### config.mk
export PLATFORM = sky130hd
export DESIGN_NAME = arbitro_mux2
export DESIGN_NICKNAME = d
export VERILOG_FILES = /design/src/rtl/arbitro_mux2.sv
export SDC_FILE = /design/constraint.sdc
export NUM_CORES = 1
export LEC_CHECK = 0
export CAP_MARGIN = 20
export CORE_MARGIN = 2
export CORE_UTILIZATION = 47
export CTS_CLUSTER_SIZE = 12
export DETAILED_ROUTE_END_ITERATION = 8
export GPL_ROUTABILITY_DRIVEN = 0
export PLACE_DENSITY = 0.83
export SETUP_SLACK_MARGIN = 0.3
export SYNTH_ARGS = -nofsm -noshare
export SYNTH_HDL_FRONTEND = slang
export SYNTH_SLANG_ARGS = --single-unit
### constraint.sdc
create_clock -name Clock -period 3.5 [get_ports Clock]
set_input_delay 1.05 -clock Clock [delete_from_list [all_inputs] [get_ports Clock]]
set_output_delay 1.05 -clock Clock [all_outputs]
set_load 0.05 [all_outputs]
### src/rtl/arbitro_mux2.sv
// Round-robin owner arbiter and registered select/data stage for a shared 2:1 datapath mux.
// Optional build macro ARBITRO_PRIORIDADE_FIXA_EN: requester 0 wins ties and is never preempted.
module arbitro_mux2 #(
   parameter int LARGURA    = 4,
   parameter int MAX_RAJADA = 4
) (
   input  logic               Clock,
   input  logic               Reset,
   input  logic               Requisicao0,
   input  logic               Requisicao1,
   input  logic [LARGURA-1:0] Entrada0,
   input  logic [LARGURA-1:0] Entrada1,
   output logic               Concessao0,
   output logic               Concessao1,
   output logic               Controle,
   output logic [LARGURA-1:0] Resultado,
   output logic               Valido
);

   localparam int CW = (MAX_RAJADA > 1) ? $clog2(MAX_RAJADA) : 1;
   localparam logic [CW-1:0] LIMITE = CW'(MAX_RAJADA - 1);

`ifdef ARBITRO_PRIORIDADE_FIXA_EN
   localparam logic LIMITE0_EN = 1'b0;
`else
   localparam logic LIMITE0_EN = 1'b1;
`endif

   typedef enum logic [1:0] {
      OCIOSO = 2'd0,
      DONO0  = 2'd1,
      DONO1  = 2'd2
   } estado_t;

   estado_t            estado_q, estado_d;
   logic [CW-1:0]      contador_q, contador_d;
   logic               ultimo_q, ultimo_d;
   logic [LARGURA-1:0] resultado_q, resultado_d;
   logic               valido_q, valido_d;
   logic               conc0_q, conc1_q, controle_q;

   // Next-state, burst accounting and beat capture
   always_comb begin
      estado_d    = estado_q;
      contador_d  = contador_q;
      ultimo_d    = ultimo_q;
      resultado_d = resultado_q;
      valido_d    = 1'b0;
      case (estado_q)
         OCIOSO: begin
            contador_d = {CW{1'b0}};
            if (Requisicao0 && Requisicao1) begin
`ifdef ARBITRO_PRIORIDADE_FIXA_EN
               estado_d = DONO0;
`else
               estado_d = ultimo_q ? DONO0 : DONO1;
`endif
            end else if (Requisicao0) begin
               estado_d = DONO0;
            end else if (Requisicao1) begin
               estado_d = DONO1;
            end else begin
               estado_d = OCIOSO;
            end
         end
         DONO0: begin
            if (Requisicao0) begin
               resultado_d = Entrada0;
               valido_d    = 1'b1;
               if (contador_q == LIMITE) begin
                  contador_d = {CW{1'b0}};
                  if (Requisicao1 && LIMITE0_EN) begin
                     estado_d = DONO1;
                     ultimo_d = 1'b0;
                  end else begin
                     estado_d = DONO0;
                  end
               end else begin
                  contador_d = contador_q + {{(CW-1){1'b0}}, 1'b1};
               end
            end else begin
               // Release: no beat, hand over or go idle
               contador_d = {CW{1'b0}};
               ultimo_d   = 1'b0;
               estado_d   = Requisicao1 ? DONO1 : OCIOSO;
            end
         end
         DONO1: begin
            if (Requisicao1) begin
               resultado_d = Entrada1;
               valido_d    = 1'b1;
               if (contador_q == LIMITE) begin
                  contador_d = {CW{1'b0}};
                  if (Requisicao0) begin
                     estado_d = DONO0;
                     ultimo_d = 1'b1;
                  end else begin
                     estado_d = DONO1;
                  end
               end else begin
                  contador_d = contador_q + {{(CW-1){1'b0}}, 1'b1};
               end
            end else begin
               contador_d = {CW{1'b0}};
               ultimo_d   = 1'b1;
               estado_d   = Requisicao0 ? DONO0 : OCIOSO;
            end
         end
         default: begin
            estado_d   = OCIOSO;
            contador_d = {CW{1'b0}};
            ultimo_d   = 1'b1;
         end
      endcase
   end

   // State and registered outputs; grants decode the next state so they track ownership exactly
   always_ff @(posedge Clock) begin
      if (Reset) begin
         estado_q    <= OCIOSO;
         contador_q  <= {CW{1'b0}};
         ultimo_q    <= 1'b1;
         resultado_q <= {LARGURA{1'b0}};
         valido_q    <= 1'b0;
         conc0_q     <= 1'b0;
         conc1_q     <= 1'b0;
         controle_q  <= 1'b0;
      end else begin
         estado_q    <= estado_d;
         contador_q  <= contador_d;
         ultimo_q    <= ultimo_d;
         resultado_q <= resultado_d;
         valido_q    <= valido_d;
         conc0_q     <= (estado_d == DONO0);
         conc1_q     <= (estado_d == DONO1);
         controle_q  <= (estado_d == DONO1);
      end
   end

   assign Concessao0 = conc0_q;
   assign Concessao1 = conc1_q;
   assign Controle   = controle_q;
   assign Resultado  = resultado_q;
   assign Valido     = valido_q;

endmodule

-- Word-level counts from Yosys, hierarchy flattened
Index checks and enable logic that the tools add are counted.
- add/sub/neg operators: 1
- multiplexer cells: 29
- eq/ne operators: 11
- bitwise gates (word level): 1
- reduce and logical (&&, ||, !) cells: 5
- operator list (cell ; count):
    $mux W2 ; 13
    $ne A3 B3 Y1 const B ; 4
    $mux W1 ; 9
    $mux W4 ; 2
    $pmux W4 S2 ; 1
    $eq A2 B2 Y1 const B ; 3
    $pmux W2 S3 ; 1
    $reduce_and A5 Y1 ; 1
    $eq A2 B1 Y1 const B ; 2
    $ne A2 B2 Y1 const B ; 2
    $pmux W2 S2 ; 1
    $pmux W1 S3 ; 1
    $reduce_and A3 Y1 ; 1
    $add A2 B1 Y2 const B ; 1
    $logic_not A2 Y1 ; 1
    $pmux W1 S2 ; 1
    $reduce_bool A2 Y1 ; 1
    $logic_and A1 B1 Y1 ; 1
    $not A1 Y1 ; 1
- logic and storage cells: 54
- bits of input ports: 12
- flip-flop bits (word level): 12

-- Longest topological paths before layout
Gate-level depths: netlist of run 1.
- depth in word-level cells: 5
- gate-level depth with buffers: 7

-- Least setup slack after synthesis of run 1
Ideal clock, no wire load.
- kind: reg2out
- start: register controle_q, in the netlist Controle
- end: output port Controle
- data arrival time: 894 ps
- slack: 1556 ps
- stages on the path, launching flop included: 2
- required time: 2450 ps
- path through: dfxtp_1 buf_4
- RTL lines (element ; RTL line ; source):
    start, declared ; 40 ; logic conc0_q, conc1_q, controle_q;
    start signal, assigned ; 136 ; controle_q <= (estado_d == DONO1);
    end, declared ; 15 ; output logic Controle,
No word-level cell between the ends.

-- Worst setup path after layout of run 1
- start: register resultado_q[0], in the netlist Resultado[0]
- end: output port Resultado[0]
- RTL lines (element ; RTL line ; source):
    start, declared ; 38 ; logic [LARGURA-1:0] resultado_q, resultado_d;
    start signal, assigned ; 123 ; resultado_q <= {LARGURA{1'b0}};
    start signal, assigned ; 132 ; resultado_q <= resultado_d;
    end, declared ; 16 ; output logic [LARGURA-1:0] Resultado,
No word-level cell between the ends.

==> qor.txt, run 1 <==
status - completed
Netlist cell types - 26
setup TNS - 0 ns
Routed WL - 1270 um
drt first pass iters - 4
placed wire-length estimate - 996 um
setup bufs post-CTS - 0
area fraction in compound gates after synthesis - 19.6%
final period utilization - 70.1%
Final Hold Violating Endpoints - 0
I/O pin total - 20
Buf/Inv on CP - 1
Clock Sinks - 12
register area share after synthesis - 37.7%
largest vdd supply drop - 0.255 mV
CTS Root Buffer Type - clkbuf_4
crit path time final - 2.45 ns
max incr delay on CP - 0.80 ns
initial drt markers - 13
top_reg_cell synth - dfxtp_1
largest net degree at the start of global routing - 12
area leader, netlist - dfxtp_1
CTS tree - built
Hold-fix buffers, CTS - 0
f_max - 407 MHz
CP max-delay cell - clkdlybuf4s50_1
core area - 1280 um^2
Crit Path Category - reg -> out
vias in the first global route - 517
DRC errors left - 0
RSZ-0062 raised after global routing - false
share of cells above drive strength 1 - 8.24%
Routed wire per std cell - 12.7 um
Avg Vias per Cell - 5.64
worst path arrival time - 1.40 ns
port bufs - 19
FFs w/ async S/R, synth - 0%
Slew headroom - 66.1%
H-tree Lvls - 1
CP cell instances - clkdlybuf4s50_1
register bit total from synthesis - 12
first-pass GRT wire length - 2070 um
HP Class - reg -> reg
cells after synthesis - 66
die width - 40.8 um
starting density of the core - 49.6%
post-synthesis mux area share - 7.86%
CP Launch Type - register
adder-cell share of the synthesized area - 11.8%
critical path fanouts, max - 2
clock-pin slew on the worst setup and hold paths - 0.07 ns
post-synthesis net count - 84
# diodes - 0
post-synthesis cell area - 637 um^2
CTS buffer count - 3
area grow syn2layout - 32.8%
antenna-violating nets left - 0
syn_area_per_cell - 9.65 um^2
Worst Setup End Kind - primary output
CP required - 2.45 ns
Clock Skew - 0.00234 ns
Post-synth EDFFs - 0
placed cell areas - 823 um^2
Worst-Margin Slew - 0.508 ns
MaxCap Viol Count - 0
main combinational cell family by area after synthesis - compound AO/OA/AOI/OAI gates
top cell type's share of synthesized area - 37.7%
P per Cell Area - 424 nW/um^2
finished layout cell area - 846 um^2
final core occ - 65.8%
vias - 564
gr usage total - 19.6%
grt ovf - 0
clk buf depth - 2
post-synthesis simple-gate area fraction - 17.7%
Synthesis Warnings - 0
die height - 40.8 um
row cnt - 13
# nets final - 105
synth top area cells - dfxtp_1 (38%), ha_1 (12%), mux2i_1 (7.9%)
# resized after CTS - 0
antenna violations before repair - 0
dpl ws - 0.944 ns
min setup slack post-route - 1.05 ns
Final setup viols - 0
Fillers - 113
max-slew violation count - 0
synthesized-area fraction occupied by xor and xnor cells - 0%
most frequent cell after synthesis - dfxtp_1
clock latency on the worst-skew pair - 0.26 ns
die area - 1670 um^2
Post-synth top cells - dfxtp_1 (12), ha_1 (6), nor2_1 (6)
family with the most delay on the worst path - buffers and inverters
static leakage - 0.333 nW
[final cells by class]
class | instances | area, um^2 | share of cell area, %
timing repair buffer | 19 | 190 | 22.5
sequential | 12 | 240 | 28.4
multi-input combinational | 48 | 363 | 42.9
inverter | 3 | 11.3 | 1.33
clock buffer | 3 | 22.5 | 2.66
tap | 15 | 18.8 | 2.22
[placed cells by master, fill, tap and decap left out, types with 2 or more instances in the layout]
cell / count
clkbuf_4: 3
a21oi_1: 3
nor3b_1: 2
and2_1: 2
nor2_1: 6
clkdlybuf4s50_1: 19
ha_1: 6
nor3_1: 4
a211oi_1: 5
nand2_1: 3
inv_1: 3
dfxtp_1: 12
mux2i_1: 5
[worst paths after layout]
kind	startpoint	to	slack (ns)	depth (start not counted)
max	Resultado[0]$_SDFFE_PP0P_	Resultado[0]	1.05	1
min	contador_q[0]$_SDFF_PP0_	contador_q[0]$_SDFF_PP0_	0.47	1
max reg2reg	estado_q[0]$_SDFF_PP0_	estado_q[0]$_SDFF_PP0_	1.68	6
min reg2reg	contador_q[0]$_SDFF_PP0_	contador_q[0]$_SDFF_PP0_	0.47	1
[per-stage QoR]
step	instances	power, W	hold WS [ns]
after CTS	100	0.000361	0.481
after floorplan	66	0.000244	0.426
after detailed placement	97	0.000282	0.465
after global routing	100	0.000377	0.496
final	100	0.000359	0.472
after global placement	97	0.000279	0.445
[layer usage]
metal	track usage [%]	up-vias	part of all wire [%]
met3	3.26	2	6.0
met2	34.0	20	51
met1	20.9	259	42
li1	-	283	-
met5	0	-	0
met4	15.0	0	1.6
[logic make-up after synthesis]
group | after synthesis
buffers and inverters | 6
DFF | 12
adders and majority gates | 6
AOI/OAI and AO/OA | 16
and+or+nand+nor | 21
muxes | 5
[flip-flops by register name, summed over array words and instances (netlist names)]
signal,cells
Resultado,4
contador_q,2
estado_q,2
Concessao0,1
Controle,1
Valido,1
ultimo_q,1
[power by group]
group          total (W)  internal, W  switching, W
Combinational   0.000123    0.0000518     0.0000708
Sequential      0.000156     0.000149    0.00000753
Clock          0.0000800    0.0000397     0.0000403
Total           0.000359     0.000240      0.000119
Power figures use the tool's default switching activity.
==> run 2, diff against run 1 <==
Settings changed: CORE_UTILIZATION 47 to 44, PLACE_DENSITY 0.83 to 0.78.
Clock period 3.5 ns to 2.55 ns, I/O delays scaled along.
==> run 2 against run 1 <==
Compared with the run above:
- clock skew up 0.0032 ns
- wire length down 7.6%
- worst hold slack got worse by 0.0091 ns
- critical endpoint is now Resultado[1]
- highest routed layer unchanged
==> qor.txt, run 2 (same netlist as run 1, synthesis figures left out) <==
status - completed
MaxCap Viol Count - 0
worst reg-to-reg path cell count - 6
HP Class - reg -> reg
M1 wire length - 524 um
P per Cell Area - 582 nW/um^2
largest net degree at the start of global routing - 12
Slew headroom - 65.5%
CTS tree - built
setup TNS - 0 ns
Clock Skew - 0.00549 ns
CP Launch Type - register
CP cell instances - clkdlybuf4s50_1
Routed WL - 1180 um
r2r endpoint - Controle$_SDFF_PP0_
grt ovf - 0
Hold-fix buffers, CTS - 0
hold path startpoint - contador_q[0]$_SDFF_PP0_
most common cell after layout, fill and taps aside - clkdlybuf4s50_1
Hold Crit Depth - 1
antenna violations before repair - 0
vias in the first global route - 510
final core occ - 63.4%
crit path time final - 2.18 ns
f_max - 459 MHz
clock-pin slew on the worst setup and hold paths - 0.07 ns
initial drt markers - 12
Routed wire per std cell - 11.8 um
die height - 42.0 um
# diodes - 0
die area - 1770 um^2
H-tree Lvls - 1
worst path arrival time - 1.41 ns
worst r2r src - estado_q[0]$_SDFF_PP0_
Worst Setup End Kind - primary output
max reg flops - 4
die width - 42.0 um
drt first pass iters - 4
# resized after CTS - 0
setup bufs post-CTS - 0
final period utilization - 85.4%
Met2 Routed Length - 557 um
static leakage - 0.333 nW
vias - 547
max-slew violation count - 0
max incr delay on CP - 0.81 ns
family with the most delay on the worst path - buffers and inverters
starting density of the core - 47.7%
worst hold endpoint - contador_q[0]$_SDFF_PP0_
I/O pin total - 20
worst hold slack - 0.463 ns
Final Non-Filler Cells - 100
Met3 Wirelength - 88 um
Final Hold Violating Endpoints - 0
Clock Sinks - 12
area grow syn2layout - 32.8%
largest vdd supply drop - 0.310 mV
placed wire-length estimate - 933 um
Buf/Inv on CP - 1
Worst-Margin Slew - 0.518 ns
dpl cells - 97
RSZ-0062 raised after global routing - false
CTS buffer count - 3
Crit Path Category - reg -> out
Final setup viols - 0
first-pass GRT wire length - 2010 um
gr usage total - 14.7%
CP max-delay cell - clkdlybuf4s50_1
max layer used - met4
# nets final - 105
clock latency on the worst-skew pair - 0.26 ns
share of cells above drive strength 1 - 8.24%
core area - 1330 um^2
CTS Root Buffer Type - clkbuf_4
port bufs - 19
DRC errors left - 0
clk buf depth - 2
antenna-violating nets left - 0
CP required - 1.79 ns
row cnt - 13
commonest non-fill, non-tap cells in the layout - clkdlybuf4s50_1 (19), dfxtp_1 (12), nor2_1 (6), ha_1 (6)
Fillers - 136
Avg Vias per Cell - 5.47
reg-to-reg setup timing slack - 0.69 ns
critical path fanouts, max - 2
[run 2: layer usage]
| metal | vias up | track usage, % |
|---|---|---|
| met5 | - | 0 |
| met4 | 0 | 7.50 |
| met3 | 2 | 3.02 |
| met2 | 23 | 23.8 |
| met1 | 240 | 18.3 |
| li1 | 282 | - |
[run 2: final cells by class]
type | instances | area, um^2 | area share, %
multi-input combinational | 48 | 363 | 42.9
sequential | 12 | 240 | 28.4
timing repair buffer | 19 | 190 | 22.5
clock buffer | 3 | 22.5 | 2.66
tap | 15 | 18.8 | 2.22
inverter | 3 | 11.3 | 1.33
[run 2: stage by stage]
step | setup WS, ns | area (um^2) | power, W
global route | 0.318 | 846 | 0.000519
floorplan | 0.891 | 637 | 0.000334
detailed placement | 0.285 | 823 | 0.000386
finish | 0.372 | 846 | 0.000492
global placement | 0.326 | 823 | 0.000383
CTS | 0.365 | 846 | 0.000498
[run 2: worst max-delay path by stage]
stage / start / end / slack (ns) / cells after the start
3_3_place_gp: Requisicao1 / Controle$_SDFF_PP0_ / 0.33 / 5
2_1_floorplan: Controle$_SDFF_PP0_ / Controle / 0.89 / 1
5_1_grt: Resultado[1]$_SDFFE_PP0P_ / Resultado[1] / 0.32 / 1
4_1_cts: Resultado[1]$_SDFFE_PP0P_ / Resultado[1] / 0.37 / 1
3_5_place_dp: Requisicao1 / Controle$_SDFF_PP0_ / 0.28 / 5
6_report: Resultado[1]$_SDFFE_PP0P_ / Resultado[1] / 0.37 / 1
[run 2: power by group]
part	internal (W)	total (W)	switching, W
Clock	0.0000545	0.000111	0.0000565
Combinational	0.0000711	0.000167	0.0000958
Sequential	0.000204	0.000214	0.00000983
==> run 3, diff against run 2 <==
Settings changed: CORE_AREA set to 2 2 39 41, CORE_MARGIN 2 to not set, CORE_UTILIZATION 44 to not set, DIE_AREA set to 0 0 41 43, DONT_BUFFER_PORTS set to 1, PLACE_DENSITY 0.78 to 0.65, SETUP_SLACK_MARGIN 0.3 to not set.
==> run 3 against run 2 <==
Compared with the run above:
- combinational power down 47%
- critical endpoint is now Controle$_SDFF_PP0_
- non-clock buffer count down 18
- via count down 14%
- wire length down 3.5%
- utilization down 14 points
- sequential share of layout area up 7.0 points
- clock power up 33%
==> qor.txt, run 3 (same netlist as run 1, synthesis figures left out) <==
status - completed
initial drt markers - 3
CP Launch Type - register
Fillers - 138
P per Cell Area - 719 nW/um^2
Routed wire per std cell - 13.5 um
sw frac - 32.4%
share of cells above drive strength 1 - 13.2%
area grow syn2layout - 6.48%
# resized after CTS - 0
port bufs - 0
CTS buffer count - 3
r2r endpoint - Controle$_SDFF_PP0_
most common cell after layout, fill and taps aside - dfxtp_1
Net Switching - 0.000158 W
gr usage total - 15.9%
placed wire-length estimate - 881 um
max-slew violation count - 0
dpl ws - 0.775 ns
antenna-violating nets left - 0
drt first pass iters - 2
Clock Skew - 0.00209 ns
CP cell instances - inv_1 > ha_1 > a22oi_2 > o21ai_1 > a211o_1 > nor4_2
starting density of the core - 46.0%
static leakage - 0.275 nW
HP Class - reg -> reg
Routed WL - 1140 um
Final setup viols - 0
Clock Sinks - 12
DRC errors left - 0
Final Hold Violating Endpoints - 0
multi-input logic area - 363 um^2
hold path startpoint - contador_q[0]$_SDFF_PP0_
core area - 1380 um^2
clock-pin slew on the worst setup and hold paths - 0.08 ns
worst path arrival time - 1.97 ns
worst reg-to-reg path cell count - 6
die area - 1760 um^2
# diodes - 0
Slew headroom - 65.0%
max incr delay on CP - 0.38 ns
antenna violations before repair - 0
Pwr Total - 0.000488 W
# nets final - 87
largest net degree at the start of global routing - 12
vias - 471
vias in the first global route - 461
final period utilization - 69.8%
Hold Crit Depth - 1
clock latency on the worst-skew pair - 0.27 ns
Hold-fix buffers, CTS - 0
worst hold endpoint - contador_q[0]$_SDFF_PP0_
MaxCap Viol Count - 0
first-pass GRT wire length - 1920 um
family with the most delay on the worst path - compound AO/OA/AOI/OAI gates
reg-to-reg setup timing slack - 0.77 ns
Worst Setup End Kind - register
clock power share - 30.4%
commonest non-fill, non-tap cells in the layout - dfxtp_1 (12), nor2_1 (6), ha_1 (6), mux2i_1 (5), a211oi_1 (5)
Buf/Inv on CP - 1
Avg Vias per Cell - 5.61
clk buf depth - 2
Flop pwr share - 51.3%
H-tree Lvls - 1
row cnt - 14
Comb power frac - 18.2%
crit path time final - 1.78 ns
setup TNS - 0 ns
final core occ - 49.0%
FF/Latch Area - 240 um^2
die height - 43 um
Internal Pwr Total - 0.000330 W
CP required - 2.73 ns
f_max - 562 MHz
CTS Root Buffer Type - clkbuf_4
CP max-delay cell - ha_1
setup bufs post-CTS - 0
critical path fanouts, max - 11
Crit Path Category - reg -> reg
Worst-Margin Slew - 0.524 ns
I/O pin total - 20
max reg flops - 4
die width - 41 um
RSZ-0062 raised after global routing - false
grt ovf - 0
min setup slack post-route - 0.770 ns
worst r2r src - estado_q[0]$_SDFF_PP0_
CTS tree - built
largest vdd supply drop - 0.454 mV
run 3: layer usage:
layer	GRT usage [%]	share of wire, %
met5	0	0
met4	10.0	1.1
met3	3.66	8.6
met2	24.1	48
met1	19.3	42
run 3: power groups by stage:
stage	registers (W)	clock network [W]	logic, W
after floorplan	0.000256	0	0.0000783
after global placement	0.000255	0	0.0000878
after detailed placement	0.000255	0	0.0000896
after CTS	0.000250	0.000152	0.0000898
after global routing	0.000253	0.000165	0.000100
final	0.000250	0.000148	0.0000889
run 3: cell type report:
cell class,count,area share (%)
multi-input combinational,48,53.5
timing repair buffer,1,1.11
tap,16,2.95
clock buffer,4,5.35
sequential,12,35.4
inverter,3,1.66
run 3: worst register-to-register path: stages (launching register included):
cell,delay (ns)
dfxtp_1,0.36
inv_1,0.09
ha_1,0.38
a22oi_2,0.24
o21ai_1,0.08
a211o_1,0.33
nor4_2,0.21
run 3: worst max-delay path by stage:
stage / slack, ns / start / to / cells past startpoint
2_1_floorplan: 0.89 / Controle$_SDFF_PP0_ / Controle / 1
3_3_place_gp: 0.83 / estado_q[0]$_SDFF_PP0_ / Controle$_SDFF_PP0_ / 6
3_5_place_dp: 0.78 / estado_q[0]$_SDFF_PP0_ / Controle$_SDFF_PP0_ / 6
4_1_cts: 0.75 / estado_q[0]$_SDFF_PP0_ / Controle$_SDFF_PP0_ / 6
5_1_grt: 0.52 / estado_q[0]$_SDFF_PP0_ / Resultado[3]$_SDFFE_PP0P_ / 6
6_report: 0.77 / estado_q[0]$_SDFF_PP0_ / Controle$_SDFF_PP0_ / 6
run 3: through the flow:
| stage | area (um^2) | hold slack (ns) | cells |
|---|---|---|---|
| after floorplan | 637 | 0.426 | 66 |
| after global placement | 642 | 0.439 | 80 |
| after detailed placement | 642 | 0.458 | 80 |
| after CTS | 678 | 0.469 | 84 |
| after global routing | 678 | 0.485 | 84 |
| final | 678 | 0.462 | 84 |
==> patch: new RTL, config.mk and constraints of run 2 <==
Change the parameter `MAX_RAJADA` from 4 to 8.
--- a/src/rtl/arbitro_mux2.sv
+++ b/src/rtl/arbitro_mux2.sv
@@ -3,5 +3,5 @@
 module arbitro_mux2 #(
    parameter int LARGURA    = 4,
-   parameter int MAX_RAJADA = 4
+   parameter int MAX_RAJADA = 8
 ) (
    input  logic               Clock,
Function: changed (a bounded check fails within 10 cycles, from zero or initial values and one cycle with Reset high).
==> patch against run 2 <==
- synthesized area grew 13%
- total power increased by 11%
- core utilization fell by 2.0 points
- cell count is 6.0% higher
- register-to-register slack improved by 0.07 ns
- setup slack got worse by 0.0038 ns
- cell area up 11%
- sequential cell count is 1 higher
- wire length up 3.9%
- sequential share of layout area shrank 0.59 points
- sequential power increased by 8%
- critical endpoint unchanged
- largest cell class unchanged
==> patch: results (changes against run 2) <==
drt_iter0_markers: 8  # -4
wl_met1_um: 575  # +9.7%
clk_share: 0.0281  # +0.00145
seq_area_um2: 260  # +8.3%
synth-compound-area-share: 0.163  # -0.0330
vdd_drop_max_v: 0.000317  # +2.1%
n_all_buffers: 20  # +1
final_nets: 110  # +4.8%
n_all_inverters: 5  # +2
wl_met2_um: 547  # -1.8%
grt_first_pass_wirelength_um: 2060  # +2.1%
p_switching_mw: 0.185  # +14%
outcome: "finished, final reports clean"
synth_fp_nets: 89  # +6.0%
vias: 557  # +1.8%
track_usage: 0.143  # -0.00310
dp_slack_ns: 0.197  # -0.0882 ns
netlist_top_cells_count: "13 x dfxtp_1, 8 x mux2i_1, 7 x ha_1, 6 x nor2_1"
rrSetupSlack_ns: 0.76  # +0.07 ns
multi_input_area_share: 0.439  # +0.00951
multi_input_comb_area_um2: 410  # +13%
worst_pin_slew_ns: 0.506  # -0.0116 ns
synth_fa_ha_area_frac: 0.122  # +0.00386
place_area_um2: 907  # +10%
use_met3: 0.0408  # +0.0106
synth-seq-cells: 13  # +1
muxShareOfSynthArea: 0.111  # +0.0327
fin_skew_ns: 0.000605  # -0.00489 ns
yosys-top-cells-area: "dfxtp_1 36%, ha_1 12%, mux2i_1 11%, a211oi_1 4.2%, nor4b_4 3.3%"
finish.utilization: 0.614  # -0.0200
grt_pass1_vias: 489  # -4.1%
finalCritPeriodShare: 0.855  # +0.00148
grt_max_degree: 10  # -2
leakage_nw: 0.396  # +19%
## patch: stage by stage
| stage | hold WS, ns | std cells |
|---|---|---|
| finish | 0.427 | 106 |
| global route | 0.447 | 106 |
| CTS | 0.434 | 106 |
| detailed placement | 0.423 | 102 |
| global placement | 0.409 | 102 |
| floorplan | 0.403 | 70 |
## patch: worst min-delay path by stage
stage,start,endpoint,depth (start not counted),slack (ns)
2_1_floorplan,contador_q[0]$_SDFF_PP0_,contador_q[0]$_SDFF_PP0_,1,0.40
3_3_place_gp,contador_q[0]$_SDFF_PP0_,contador_q[0]$_SDFF_PP0_,1,0.41
3_5_place_dp,contador_q[0]$_SDFF_PP0_,contador_q[0]$_SDFF_PP0_,1,0.42
4_1_cts,contador_q[0]$_SDFF_PP0_,contador_q[0]$_SDFF_PP0_,1,0.43
5_1_grt,contador_q[0]$_SDFF_PP0_,contador_q[0]$_SDFF_PP0_,1,0.45
6_report,contador_q[0]$_SDFF_PP0_,contador_q[0]$_SDFF_PP0_,1,0.43
